`config.mk`:
```
export PLATFORM = sky130hd
export DESIGN_NAME = fetch_pair_queue_flat
export DESIGN_NICKNAME = d
export VERILOG_FILES = /design/src/rtl/fetch_pair_queue_if.sv /design/src/rtl/fetch_pair_queue.sv /design/src/flat_wrapper.sv
export SDC_FILE = /design/constraint.sdc
export NUM_CORES = 1
export LEC_CHECK = 0
export CORE_ASPECT_RATIO = 1.25
export CORE_MARGIN = 4
export CORE_UTILIZATION = 35
export DETAILED_ROUTE_END_ITERATION = 12
export PLACE_DENSITY = 0.56
export SLEW_MARGIN = 30
export SYNTH_ARGS = -nofsm -noshare
export SYNTH_HDL_FRONTEND = slang
export SYNTH_SLANG_ARGS = --single-unit
```
`constraint.sdc`:
```
create_clock -name clk -period 11.2 [get_ports clk]
set_clock_uncertainty 0.05 [all_clocks]
set_input_delay 3.36 -clock clk [delete_from_list [all_inputs] [get_ports clk]]
set_output_delay 3.36 -clock clk [all_outputs]
set_load 0.1 [all_outputs]
```
`src/rtl/fetch_pair_queue_if.sv`:
```
// Fetch-to-decode handshake bundle for the dual-issue instruction queue.
// The master side is fetch plus the issue logic; the slave side is the queue.
interface fetch_pair_queue_if #(
   parameter int AW = 3
);
   logic [1:0]  push_cnt;
   logic [31:0] in_instr0;
   logic [31:0] in_instr1;
   logic [31:0] in_pcplus4;
   logic        in_ready;
   logic [1:0]  issue_cnt;
   logic        flush;
   logic [31:0] instrd;
   logic [31:0] instrd2;
   logic [31:0] pcplus4d;
   logic [31:0] pcplus4d2;
   logic        validd;
   logic        validd2;
   logic [AW:0] count;
   logic        err;

   modport master (
      output push_cnt, in_instr0, in_instr1, in_pcplus4, issue_cnt, flush,
      input  in_ready, instrd, instrd2, pcplus4d, pcplus4d2, validd, validd2, count, err
   );

   modport slave (
      input  push_cnt, in_instr0, in_instr1, in_pcplus4, issue_cnt, flush,
      output in_ready, instrd, instrd2, pcplus4d, pcplus4d2, validd, validd2, count, err
   );
endinterface

```
`src/rtl/fetch_pair_queue.sv`:
```
// Dual-issue instruction queue between fetch and two-lane decode.
// Head pair is shown ahead to the decode lanes; illegal handshakes set a sticky err.
module fetch_pair_queue #(
   parameter int DEPTH = 8,
   parameter int AW    = 3
) (
   input logic            clk,
   input logic            reset_n,
   fetch_pair_queue_if.slave bus
);

   localparam logic [AW:0] DEPTH_W = (AW+1)'(DEPTH);
   localparam logic [AW:0] TWO_W   = (AW+1)'(2);

   logic [31:0]   instr_mem [DEPTH];
   logic [31:0]   pc_mem    [DEPTH];

   logic [AW-1:0] head;
   logic [AW-1:0] tail;
   logic [AW:0]   count;
   logic          err_q;

   logic [AW-1:0] head1;
   logic [AW-1:0] tail1;
   logic [AW:0]   free;
   logic          ready;
   logic [1:0]    pop;
   logic [1:0]    push;
   logic          pop_err;
   logic          push_err;
   logic [31:0]   pc_second;

   assign head1     = head + AW'(1);
   assign tail1     = tail + AW'(1);
   assign free      = DEPTH_W - count;
   assign ready     = (free >= TWO_W);
   assign pc_second = bus.in_pcplus4 + 32'd4;

   // Pop is clamped to what is actually held; issue_cnt=3 is a no-op.
   always_comb begin
      pop     = 2'd0;
      pop_err = 1'b0;
      if (bus.issue_cnt == 2'd3) begin
         pop_err = 1'b1;
      end else if ((AW+1)'(bus.issue_cnt) > count) begin
         pop     = count[1:0];
         pop_err = 1'b1;
      end else begin
         pop = bus.issue_cnt;
      end
   end

   // in_ready comes from the registered count only, so a full queue drops pushes
   // even when decode pops in the same cycle.
   always_comb begin
      push     = 2'd0;
      push_err = 1'b0;
      if (bus.push_cnt == 2'd3) begin
         push_err = 1'b1;
      end else if (bus.push_cnt != 2'd0 && !ready) begin
         push_err = 1'b1;
      end else begin
         push = bus.push_cnt;
      end
   end

   always_ff @(posedge clk) begin
      if (!reset_n) begin
         head  <= '0;
         tail  <= '0;
         count <= '0;
         err_q <= 1'b0;
      end else if (bus.flush) begin
         head  <= '0;
         tail  <= '0;
         count <= '0;
      end else begin
         head  <= head + AW'(pop);
         tail  <= tail + AW'(push);
         count <= count + (AW+1)'(push) - (AW+1)'(pop);
         if (pop_err || push_err) begin
            err_q <= 1'b1;
         end
      end
   end

   // Storage carries no reset; occupancy alone decides what is visible.
   always_ff @(posedge clk) begin
      if (reset_n && !bus.flush) begin
         if (push != 2'd0) begin
            instr_mem[tail] <= bus.in_instr0;
            pc_mem[tail]    <= bus.in_pcplus4;
         end
         if (push == 2'd2) begin
            instr_mem[tail1] <= bus.in_instr1;
            pc_mem[tail1]    <= pc_second;
         end
      end
   end

   // Empty lanes present zero, which decodes as a NOP.
   assign bus.validd    = (count >= (AW+1)'(1));
   assign bus.validd2   = (count >= TWO_W);
   assign bus.instrd    = bus.validd  ? instr_mem[head]  : 32'd0;
   assign bus.pcplus4d  = bus.validd  ? pc_mem[head]     : 32'd0;
   assign bus.instrd2   = bus.validd2 ? instr_mem[head1] : 32'd0;
   assign bus.pcplus4d2 = bus.validd2 ? pc_mem[head1]    : 32'd0;
   assign bus.in_ready  = ready;
   assign bus.count     = count;
   assign bus.err       = err_q;

endmodule

```
`src/flat_wrapper.sv`:
```
// flat-port wrapper written by rule: the top's interface ports become plain ports
module fetch_pair_queue_flat 
#(
   parameter int DEPTH = 8,
   parameter int AW    = 3
)
  (clk, reset_n, bus_push_cnt, bus_in_instr0, bus_in_instr1, bus_in_pcplus4, bus_issue_cnt, bus_flush, bus_in_ready, bus_instrd, bus_instrd2, bus_pcplus4d, bus_pcplus4d2, bus_validd, bus_validd2, bus_count, bus_err);
  fetch_pair_queue_if #(.AW(AW)) bus_i ();
  input logic clk;
  input logic reset_n;
  input wire logic [$bits(bus_i.push_cnt)-1:0] bus_push_cnt;
  input wire logic [$bits(bus_i.in_instr0)-1:0] bus_in_instr0;
  input wire logic [$bits(bus_i.in_instr1)-1:0] bus_in_instr1;
  input wire logic [$bits(bus_i.in_pcplus4)-1:0] bus_in_pcplus4;
  input wire logic [$bits(bus_i.issue_cnt)-1:0] bus_issue_cnt;
  input wire logic [$bits(bus_i.flush)-1:0] bus_flush;
  output wire logic [$bits(bus_i.in_ready)-1:0] bus_in_ready;
  output wire logic [$bits(bus_i.instrd)-1:0] bus_instrd;
  output wire logic [$bits(bus_i.instrd2)-1:0] bus_instrd2;
  output wire logic [$bits(bus_i.pcplus4d)-1:0] bus_pcplus4d;
  output wire logic [$bits(bus_i.pcplus4d2)-1:0] bus_pcplus4d2;
  output wire logic [$bits(bus_i.validd)-1:0] bus_validd;
  output wire logic [$bits(bus_i.validd2)-1:0] bus_validd2;
  output wire logic [$bits(bus_i.count)-1:0] bus_count;
  output wire logic [$bits(bus_i.err)-1:0] bus_err;
  assign bus_i.push_cnt = bus_push_cnt;
  assign bus_i.in_instr0 = bus_in_instr0;
  assign bus_i.in_instr1 = bus_in_instr1;
  assign bus_i.in_pcplus4 = bus_in_pcplus4;
  assign bus_i.issue_cnt = bus_issue_cnt;
  assign bus_i.flush = bus_flush;
  assign bus_in_ready = bus_i.in_ready;
  assign bus_instrd = bus_i.instrd;
  assign bus_instrd2 = bus_i.instrd2;
  assign bus_pcplus4d = bus_i.pcplus4d;
  assign bus_pcplus4d2 = bus_i.pcplus4d2;
  assign bus_validd = bus_i.validd;
  assign bus_validd2 = bus_i.validd2;
  assign bus_count = bus_i.count;
  assign bus_err = bus_i.err;
  fetch_pair_queue #(.DEPTH(DEPTH), .AW(AW)) u_core (.clk(clk), .reset_n(reset_n), .bus(bus_i));
endmodule
```
# After elaboration in Yosys (flattened, before gate mapping)
# Memories as Yosys holds them, arrays and structs flattened. A register that Yosys moved wholly into a read port is not among the register bits.
# Index checks and enable logic that the tools add are counted.
# W data, S select, Z words.
word_totals:
  reg_bits: 11
  latch_bits: 0
  ram_bits: 512
  romBits: 0
  inputBits: 103
  output_inout_bits: 136
  wordCells: 52
  n_memories: 2
mem_list:
  columns: ["name", "words", "width", "rd", "rd_clocked_by_memory_dff", "write_ports", "line_no", "rtl"]
  rows:
  - ["u_core.instr_mem", 8, 32, 2, 1, 2, "fetch_pair_queue.sv:15", "logic [31:0] instr_mem [DEPTH];"]
  - ["u_core.pc_mem", 8, 32, 2, 1, 2, "fetch_pair_queue.sv:16", "logic [31:0] pc_mem [DEPTH];"]
classes:
  n_addsub: 8
  multipliers: 0
  div: 0
  order_cmp: 4
  eq_ne: 3
  n_shift: 0
  mux: 20
  bitwise_logic: 2
  n_reduce_logical: 9
ops:
  columns: ["operator", "count"]
  rows:
  - ["$mux W32", 4]
  - ["$add A32 B3 Y32 const B", 1]
  - ["$mux W1", 10]
  - ["$ge A4 B2 Y1 const B", 2]
  - ["$mux W2", 4]
  - ["$add A3 B1 Y3 const B", 2]
  - ["$add A3 B2 Y3", 2]
  - ["$eq A2 B2 Y1 const B", 3]
  - ["$mux W3", 2]
  - ["$add A4 B2 Y4", 1]
  - ["$ge A4 B1 Y1 const B", 1]
  - ["$gt A2 B4 Y1", 1]
  - ["$reduce_bool A2 Y1", 2]
  - ["$sub A4 B2 Y4", 1]
  - ["$sub A4 B4 Y4 const A", 1]
  - ["$logic_and A1 B1 Y1", 2]
  - ["$logic_not A1 Y1", 2]
  - ["$not A1 Y1", 2]
  - ["$reduce_and A2 Y1", 1]
  - ["$reduce_or A2 Y1", 1]
  - ["$logic_or A1 B1 Y1", 1]

# Depth between registers and ports, before layout
# Gate-level depths: netlist (run 1).
logic_depth:
  ltp_word: 10
  depth_mapped: 15
  mapped_depth_nobuf: 15

# Worst setup path after synthesis (run 1)
# OpenSTA, ideal clock, no wires.
synth_timing:
  kind: "input to register"
  startpoint: "input bus_push_cnt[0]"
  endpoint: "memory u_core.instr_mem[1][0] (enable)"
  arrival_time_ps: 8694
  path_slack_ps: 1875
  cell_stages: 4
  n_path_buf: 0
  path_cell_list: "nand2b_1 a21oi_1 nand3_1 o31ai_1"
synth_lines:
  columns: ["item", "line_no", "rtl"]
  rows:
  - ["start: declaration", "flat_wrapper.sv:11", "input wire logic [$bits(bus_i.push_cnt)-1:0] bus_push_cnt;"]
  - ["end: declaration", "fetch_pair_queue.sv:15", null]

# Worst setup path after layout (run 1)
layout_timing:
  startpoint: "register u_core.head[1]"
  endpoint: "output bus_instrd2[20]"
layout_between:
  elab_chain_cells: 3
layout_rtl:
  columns: ["item", "line_no", "rtl"]
  rows:
  - ["start: declaration", "fetch_pair_queue.sv:18", "logic [AW-1:0] head;"]
  - ["start signal: assignment", "fetch_pair_queue.sv:78", "head <= head + AW'(pop);"]
  - ["$add A3 B1 Y3", "fetch_pair_queue.sv:33", "assign head1 = head + AW'(1);"]
  - ["$mem_v2 Z8 W32", null, null]
  - ["$mux W32", "fetch_pair_queue.sv:106", "assign bus.instrd2 = bus.validd2 ? instr_mem[head1] : 32'd0;"]
  - ["end: declaration", "flat_wrapper.sv:19", "output wire logic [$bits(bus_i.instrd2)-1:0] bus_instrd2;"]
# No other way between the ends.

==> summary.txt, run 1 <==
Multi-input gate area -> 0.0148 mm2
DRT iter0 DRCs -> 2474
Hold Path Class -> flip-flop to flip-flop
Hold-fix buffers, CTS -> 0
count of final hold-check violations -> 0
synthesized area -> 0.0318 mm2
switching pwr -> 4650 uW
sinks on the clock net -> 523
register area -> 0.0156 mm2
core area -> 0.0900 mm2
DRC Markers -> 0
Syn-to-layout area delta -> 15.1%
worst-path fanout max -> 48
total gr overflow -> 0
clock network fraction of total power -> 0.202
Post-Synthesis Cells -> 2821
final WL -> 110000 um
R2R depth -> 8
nets -> 3007
port bufs -> 238
Rows -> 123
maximum VDD drop -> 0.239 mV
Fmax achieved -> 0.115 GHz
# fillers -> 8429
Die H -> 345 um
Hold Path End -> u_core.bus.err$_SDFFE_PN0P_
Synth Register Bits -> 523
crit path cell chain -> ha_4 > buf_4 > mux4_2 > nand2_1 > a21oi_1 > clkdlybuf4s50_1
largest net degree at the start of global routing -> 69
relative slew slack -> 0.298
Setup crit end kind -> output pin
num ports -> 239
post-DP HPWL -> 62700 um
Clock Tree Buf Depth -> 3
period utilisation layout -> 0.775
syn avg cell area -> 11.3 um2
combinational share of power -> 0.550
largest family of logic cells by synthesized area -> multiplexers
initial antenna violation count -> 17
Worst Tran Pin Value -> 1.05 ns
CTS Buf Count -> 57
Final Setup Violations -> 0
Max Cap Violations -> 0
ranking of synthesized cells by area -> edfxtp_1 (48%), mux4_2 (18%), nand2_1 (13%)
setup TNS -> 0 ns
min-delay src -> u_core.bus.err$_SDFFE_PN0P_
post-synth top area cell -> edfxtp_1
Hold Crit Depth -> 1
post-synth top area share -> 0.484
post_cts resized -> 0
post-synthesis mux area share -> 0.202
Max Slew Vio Count -> 0
Int Pwr -> 4470 uW
Finished Core Util -> 0.406
XOR/XNOR Fraction of Synth Area -> 0.0662
CTS tree -> done
RSZ-0062 raised after global routing -> no
first-pass GRT wire length -> 160000 um
total number of vias -> 22900
Die ar. -> 0.0957 mm2
post-route ant nets -> 0
Worst path top cell family by delay -> buffers and inverters
Power Dens Cells -> 250 mW/mm2
Final GP Congestion -> 0.790
Slowest cell on crit path -> clkdlybuf4s50_1
capturing point of the worst reg2reg path -> u_core.instr_mem[5][28]$_DFFE_PP_
via/cell ratio -> 5.55
post-synthesis simple-gate area fraction -> 0.165
Synth Area in Compound Gates -> 0.0165
CP Class -> flip-flop to output pin
Crit path buffers/inverters -> 2
Synth Area in Adders -> 0.00914
Critical Path AT -> 5.27 ns
Worst path max stage delay -> 1.22 ns
static leakage -> 0.0124 uW
Initial Utilization -> 0.353
Net Sw Frac -> 0.510
routed len/inst -> 26.7 um
Seq pwr share -> 0.248
GR Util All Layers -> 0.226
flop-to-flop setup slack -> 6.95 ns
R2R Path Start -> u_core.tail[1]$_SDFF_PP0_
Netlist cell types -> 47
Root Driver -> clkbuf_16
layout cells sized above 1 -> 0.148
CP Launch Type -> flip-flop
post-route minimum period -> 8.68 ns
synth warn -> 0
clock-pin slew on the worst setup and hold paths -> 0.06 ns
vias in the first global route -> 23700
status -> completed
CP required -> 7.79 ns
TritonRoute pass-1 iters -> 5
syn nets -> 2944
Post-CTS Setup Repair Bufs -> 0
sequential fraction of the synthesis area -> 0.491
die extent in x -> 277 um
H-tree Lvls -> 2
Clk Latency, worst-skew pair -> 0.63 ns
## final cells by class
type,instances,area share
flip-flops and latches,523,0.427
well taps,1187,0.0406
diodes,9,0.000616
repair buffers,288,0.0778
clock buffers,67,0.0412
inverters,20,0.00205
clock inverters,36,0.00719
multi-input cells,1994,0.404
## metal layers
| metal | track usage | routed length (um) |
|---|---|---|
| met4 | 0.0799 | 3570 |
| met3 | 0.0458 | 9640 |
| met2 | 0.386 | 54400 |
| met1 | 0.286 | 42300 |
| met5 | 0 | 92 |
## cells by family (layout without fill, tap and decap cells)
logic type,count (synthesis),count (layout)
mux,320,320
fa+ha+maj,21,21
xor+xnor,240,240
compound gates,90,90
flops,523,523
other cells,0,9
simple gates,1323,1323
buf+inv,304,411
## flip-flops by register name, indices dropped and copies added, names as in the netlist
| register | cells |
|---|---|
| u_core.bus.err | 1 |
| u_core.head | 3 |
| u_core.pc_mem | 256 |
| u_core.instr_mem | 256 |
| u_core.tail | 3 |
| u_core.bus.count | 4 |
## power by group through the flow
| stage | clock (uW) | sequential (uW) | combinational (uW) |
|---|---|---|---|
| final | 1840 | 2270 | 5020 |
| after global routing | 1960 | 2270 | 5210 |
| after detailed placement | 0 | 2310 | 5070 |
| after global placement | 0 | 2300 | 5040 |
| after CTS | 1880 | 2270 | 5080 |
| after floorplan | 0 | 2320 | 3710 |
## per-stage QoR
| step | instances | instance area, um2 | setup slack, ns | hold slack (ns) | total power, uW |
|---|---|---|---|---|---|
| 6_report | 4124 | 36600 | 2.52 | 0.507 | 9120 |
| 5_1_grt | 4119 | 36500 | 2.29 | 0.534 | 9440 |
| 3_3_place_gp | 4006 | 34600 | 3.09 | 0.496 | 7340 |
| 4_1_cts | 4113 | 36500 | 2.42 | 0.510 | 9220 |
| 3_5_place_dp | 4010 | 34700 | 3.12 | 0.493 | 7370 |
| 2_1_floorplan | 2821 | 31800 | 1.88 | 0.528 | 6030 |
## cell usage after synthesis (all sizes together)
| library cell | count |
|---|---|
| and2 | 16 |
| mux4 | 256 |
| nor3b | 1 |
| nand2 | 1069 |
| xor2 | 91 |
| clkbuf | 49 |
| o21ai | 9 |
| a21o | 2 |
| fa | 4 |
| nor3 | 7 |
| nand3 | 17 |
| ha | 16 |
| edfxtp | 512 |
| nor2 | 174 |
| a21boi | 1 |
| nor4b | 2 |
| o221a | 1 |
| maj3 | 1 |
| a311oi | 2 |
| and4 | 1 |
| buf | 235 |
| nor4 | 5 |
| o211ai | 1 |
| nand4 | 8 |
| inv | 20 |
| nand2b | 5 |
| and3 | 11 |
| or2 | 1 |
| mux2i | 64 |
| dfxtp | 11 |
| or3b | 1 |
| nand3b | 2 |
| a21oi | 68 |
| o31ai | 2 |
| a211oi | 4 |
| nor2b | 2 |
| xnor2 | 149 |
| or3 | 1 |
## how the worst max path moves through the flow
stage | cells past startpoint | endpoint | from
2_1_floorplan | 4 | u_core.instr_mem[1][0]$_DFFE_PP_ | bus_push_cnt[0]
3_3_place_gp | 6 | bus_instrd2[31] | u_core.head[1]$_SDFF_PP0_
3_5_place_dp | 6 | bus_instrd2[31] | u_core.head[1]$_SDFF_PP0_
4_1_cts | 6 | bus_instrd2[31] | u_core.head[1]$_SDFF_PP0_
5_1_grt | 6 | bus_instrd2[31] | u_core.head[1]$_SDFF_PP0_
6_report | 6 | bus_instrd2[20] | u_core.head[1]$_SDFF_PP0_
## cell usage in the layout, fill, tap and decap left out, types with 3 or more instances in the layout
master,count
a211oi_1,4
a21oi_1,68
and2_1,7
and2_2,8
and3_1,11
buf_16,3
buf_2,5
buf_4,38
buf_6,6
bufinv_16,4
clkbuf_1,8
clkbuf_16,59
clkdlybuf4s50_1,233
clkinv_1,23
clkinv_2,6
dfxtp_1,8
dfxtp_4,3
diode_2,9
edfxtp_1,512
fa_1,4
ha_1,15
inv_1,19
mux2i_1,64
mux4_2,256
nand2_1,1061
nand2_2,8
nand2b_1,5
nand3_1,16
nand4_1,7
nor2_1,174
nor3_2,5
nor4_1,4
o21ai_0,3
o21ai_4,6
xnor2_1,148
xor2_1,90
Power figures use the tool's default switching activity.
==> run 2, diff against run 1 <==
Clock period 11.2 ns to 8.3 ns, I/O delays scaled along.
==> summary.txt, run 2 (synthesized netlist as in run 1, its figures left out) <==
vias in the first global route -> 23300
Rows -> 123
Syn-to-layout area delta -> 15.2%
final WL -> 107000 um
Clock Tree Buf Depth -> 3
num ports -> 239
post-route ant nets -> 0
total number of vias -> 22800
Post-CTS Setup Repair Bufs -> 0
Power Dens Cells -> 335 mW/mm2
CTS tree -> done
total gr overflow -> 0
DRT iter0 DRCs -> 2197
Hold Path Class -> flip-flop to flip-flop
maximum VDD drop -> 0.488 mV
most frequent cells in the layout -> nand2_1 (1061), edfxtp_1 (512), mux4_2 (256), clkdlybuf4s50_1 (234), nor2_1 (174)
commonest non-fill, non-tap cell in the layout -> nand2_1
post-route minimum period -> 7.08 ns
via/cell ratio -> 5.53
Fmax achieved -> 0.141 GHz
GR Util All Layers -> 0.218
post-DP HPWL -> 68800 um
Max Slew Vio Count -> 0
CTS Buf Count -> 54
largest net degree at the start of global routing -> 77
min-delay src -> u_core.bus.err$_SDFFE_PN0P_
placed inst area -> 0.0348 mm2
H-tree Lvls -> 2
Clk Latency, worst-skew pair -> 0.62 ns
core area -> 0.0900 mm2
worst-path fanout max -> 36
Initial Utilization -> 0.353
status -> completed
clock-pin slew on the worst setup and hold paths -> 0.07 ns
count of final hold-check violations -> 0
TritonRoute pass-1 iters -> 5
sinks on the clock net -> 523
period utilisation layout -> 0.853
setup TNS -> 0 ns
R2R Path Start -> u_core.bus.count[1]$_SDFF_PP0_
Final GP Congestion -> 0.805
CP required -> 5.76 ns
Max Cap Violations -> 0
initial antenna violation count -> 16
Setup crit end kind -> output pin
port bufs -> 238
Final Setup Violations -> 0
largest registers -> u_core.instr_mem x256, u_core.pc_mem x256, u_core.bus.count x4
static leakage -> 0.0126 uW
nets -> 3008
CP Class -> flip-flop to output pin
die extent in x -> 277 um
Worst Tran Pin Value -> 1.01 ns
worst setup path start -> u_core.head[1]$_SDFF_PP0_
layout cells sized above 1 -> 0.149
relative slew slack -> 0.325
Die ar. -> 0.0957 mm2
Root Driver -> clkbuf_16
RSZ-0062 raised after global routing -> no
Critical Path AT -> 4.54 ns
first-pass GRT wire length -> 156000 um
Die H -> 345 um
Hold-fix buffers, CTS -> 0
post_cts resized -> 0
final instance area -> 0.0366 mm2
DRC Markers -> 0
routed len/inst -> 26.0 um
CP Launch Type -> flip-flop
-- run 2: report_power, final --
part	internal [uW]	total, uW	switching [uW]
logic	1680	6760	5070
registers	2980	3040	64.2
clock network	1400	2470	1070
-- run 2: final cells by class --
cell class	instances	area, um2
Sequential cell	523	15600
Antenna cell	9	22.5
Multi-Input combinational cell	1994	14800
Inverter	20	75.1
Clock inverter	29	254
Tap cell	1187	1490
Timing Repair Buffer	292	2910
Fill cell	8404	53400
Clock buffer	68	1470
-- run 2: through the flow --
| step | setup slack (ns) | hold WS, ns | cells | total power (uW) | utilization |
|---|---|---|---|---|---|
| after detailed placement | 1.83 | 0.571 | 4015 | 9910 | 0.387 |
| final | 1.22 | 0.566 | 4122 | 12300 | 0.407 |
| after floorplan | 0.0450 | 0.528 | 2821 | 8140 | - |
| after global placement | 1.84 | 0.564 | 4011 | 9850 | 0.386 |
| after global routing | 1.05 | 0.612 | 4115 | 12700 | 0.406 |
| after CTS | 1.15 | 0.587 | 4112 | 12400 | 0.406 |
-- run 2: metal layers --
metal / share of wire / vias up / track usage
li1: - / 9918 / -
met1: 0.37 / 11500 / 0.269
met2: 0.50 / 1150 / 0.380
met3: 0.086 / 228 / 0.0419
met4: 0.038 / 18 / 0.0839
met5: 0.0011 / - / 0
-- run 2: critical path: stages, from the launching register on --
cell	delay, ns
dfxtp_4	0.69
ha_4	0.71
buf_4	0.46
mux4_2	0.26
nand2_1	0.06
a21oi_1	0.46
clkdlybuf4s50_1	1.24
-- run 2: worst paths after layout --
check	cells past startpoint	slack [ns]	end
setup / recovery	6	1.22	bus_pcplus4d2[3]
hold / removal	1	0.57	u_core.bus.err$_SDFFE_PN0P_
setup reg to reg	7	3.85	u_core.pc_mem[3][12]$_DFFE_PP_
hold reg to reg	1	0.57	u_core.bus.err$_SDFFE_PN0P_
==> run 3, diff against run 2 <==
==> constraint.sdc (replaced) <==
create_clock -name clk -period 8.3 [get_ports clk]
set_clock_uncertainty 0.05 [all_clocks]
set_input_delay 1.66 -clock clk [delete_from_list [all_inputs] [get_ports clk]]
set_output_delay 1.66 -clock clk [all_outputs]
set_load 0.1 [all_outputs]
==> summary.txt, run 3 (synthesized netlist as in run 1, its figures left out) <==
CP required -> 6.59 ns
Final Setup Violations -> 0
met3 GRT Util -> 0.0433
Hold-fix buffers, CTS -> 0
H-tree Lvls -> 2
Max Cap Violations -> 0
met1 GRT Util -> 0.289
largest registers -> u_core.instr_mem x256, u_core.pc_mem x256, u_core.bus.count x4
maximum VDD drop -> 0.493 mV
core area -> 0.0900 mm2
Hold Path Class -> flip-flop to flip-flop
Die H -> 345 um
num ports -> 239
post_cts resized -> 0
Power Dens Cells -> 338 mW/mm2
Setup crit end kind -> output pin
post-route minimum period -> 6.42 ns
most frequent cells in the layout -> nand2_1 (1061), edfxtp_1 (512), mux4_2 (256), clkdlybuf4s50_1 (233), nor2_1 (174)
layout cells sized above 1 -> 0.151
vias in the first global route -> 23400
status -> completed
CTS tree -> done
Max Slew Vio Count -> 0
Post-CTS Setup Repair Bufs -> 0
nets -> 3006
commonest non-fill, non-tap cell in the layout -> nand2_1
Syn-to-layout area delta -> 15.4%
setup TNS -> 0 ns
Final GP Congestion -> 0.807
initial antenna violation count -> 15
total gr overflow -> 0
sinks on the clock net -> 523
total number of vias -> 23100
first-pass GRT wire length -> 159000 um
Initial Utilization -> 0.353
relative slew slack -> 0.319
final WL -> 110000 um
Fmax achieved -> 0.156 GHz
Design Power -> 12400 uW
Worst Tran Pin Value -> 1.02 ns
routed len/inst -> 26.7 um
DRC Markers -> 0
Die ar. -> 0.0957 mm2
Rows -> 123
largest net degree at the start of global routing -> 105
static leakage -> 0.0125 uW
port bufs -> 238
Root Driver -> clkbuf_16
TritonRoute pass-1 iters -> 6
GRT busiest layer -> met2
post-route ant nets -> 0
post-DP HPWL -> 64200 um
CP Class -> flip-flop to output pin
via/cell ratio -> 5.60
# fillers -> 8455
CTS Buf Count -> 54
Clock Tree Buf Depth -> 3
DRT iter0 DRCs -> 2506
met2 usage -> 0.379
CP Launch Type -> flip-flop
RSZ-0062 raised after global routing -> no
count of final hold-check violations -> 0
Critical Path AT -> 4.71 ns
die extent in x -> 277 um
worst-path fanout max -> 77
clock-pin slew on the worst setup and hold paths -> 0.07 ns
Clk Latency, worst-skew pair -> 0.62 ns
GR Util All Layers -> 0.224
period utilisation layout -> 0.773
-- run 3: changes by cell type in the layout (fill, tap and decap cells not counted), moves of 3 or more --
cell and delta:
buf_4 -8, nand2_2 +8, nand2_4 -8, clkbuf_1 -5
clkinv_2 +4, and2_2 +3, and2_4 -3, bufinv_16 +3
clkbuf_16 -3
-- run 3: power by group --
part	switching (uW)	internal [uW]	total (uW)
clock	1090	1440	2530
combinational	5150	1660	6800
sequential	64.1	2980	3040
-- run 3: layout make-up --
type | instances | area, um2 | area share
clock inverters | 40 | 405 | 0.0111
repair buffers | 290 | 2940 | 0.0803
flip-flops and latches | 523 | 15600 | 0.426
inverters | 20 | 75.1 | 0.00205
diodes | 10 | 25.0 | 0.000683
clock buffers | 60 | 1370 | 0.0375
multi-input cells | 1994 | 14700 | 0.402
well taps | 1187 | 1490 | 0.0405
-- run 3: routing by layer --
| metal | vias up | share of wire |
|---|---|---|
| met5 | - | 0.00074 |
| met2 | 1169 | 0.49 |
| met1 | 11800 | 0.39 |
| met4 | 12 | 0.035 |
| li1 | 9920 | - |
| met3 | 216 | 0.085 |
-- run 3: path summary, 6_finish.rpt --
| kind | start | endpoint | slack, ns | depth (start not counted) |
|---|---|---|---|---|
| max | u_core.head[0]$_SDFF_PP0_ | bus_pcplus4d2[6] | 1.88 | 7 |
| min | u_core.bus.err$_SDFFE_PN0P_ | u_core.bus.err$_SDFFE_PN0P_ | 0.54 | 1 |
| max reg2reg | u_core.bus.count[0]$_SDFF_PP0_ | u_core.pc_mem[2][19]$_DFFE_PP_ | 4.23 | 9 |
| min reg2reg | u_core.bus.err$_SDFFE_PN0P_ | u_core.bus.err$_SDFFE_PN0P_ | 0.54 | 1 |
-- run 3: worst max-delay path: stages (launching register included) --
cell	delay, ns
dfxtp_4	0.46
buf_12	0.21
buf_16	0.38
buf_4	0.66
mux4_2	0.35
nand2_1	0.06
a21oi_1	0.53
clkdlybuf4s50_1	1.26
-- run 3: stage by stage --
stage	worst slack, ns	util	instances	area (um2)	hold slack [ns]
after floorplan	0.0116	-	2821	31800	0.528
after global placement	2.33	0.385	4007	34700	0.504
after detailed placement	2.50	0.386	4011	34800	0.523
after CTS	1.81	0.406	4111	36600	0.541
after global routing	1.65	0.407	4117	36600	0.566
final	1.88	0.407	4124	36700	0.537
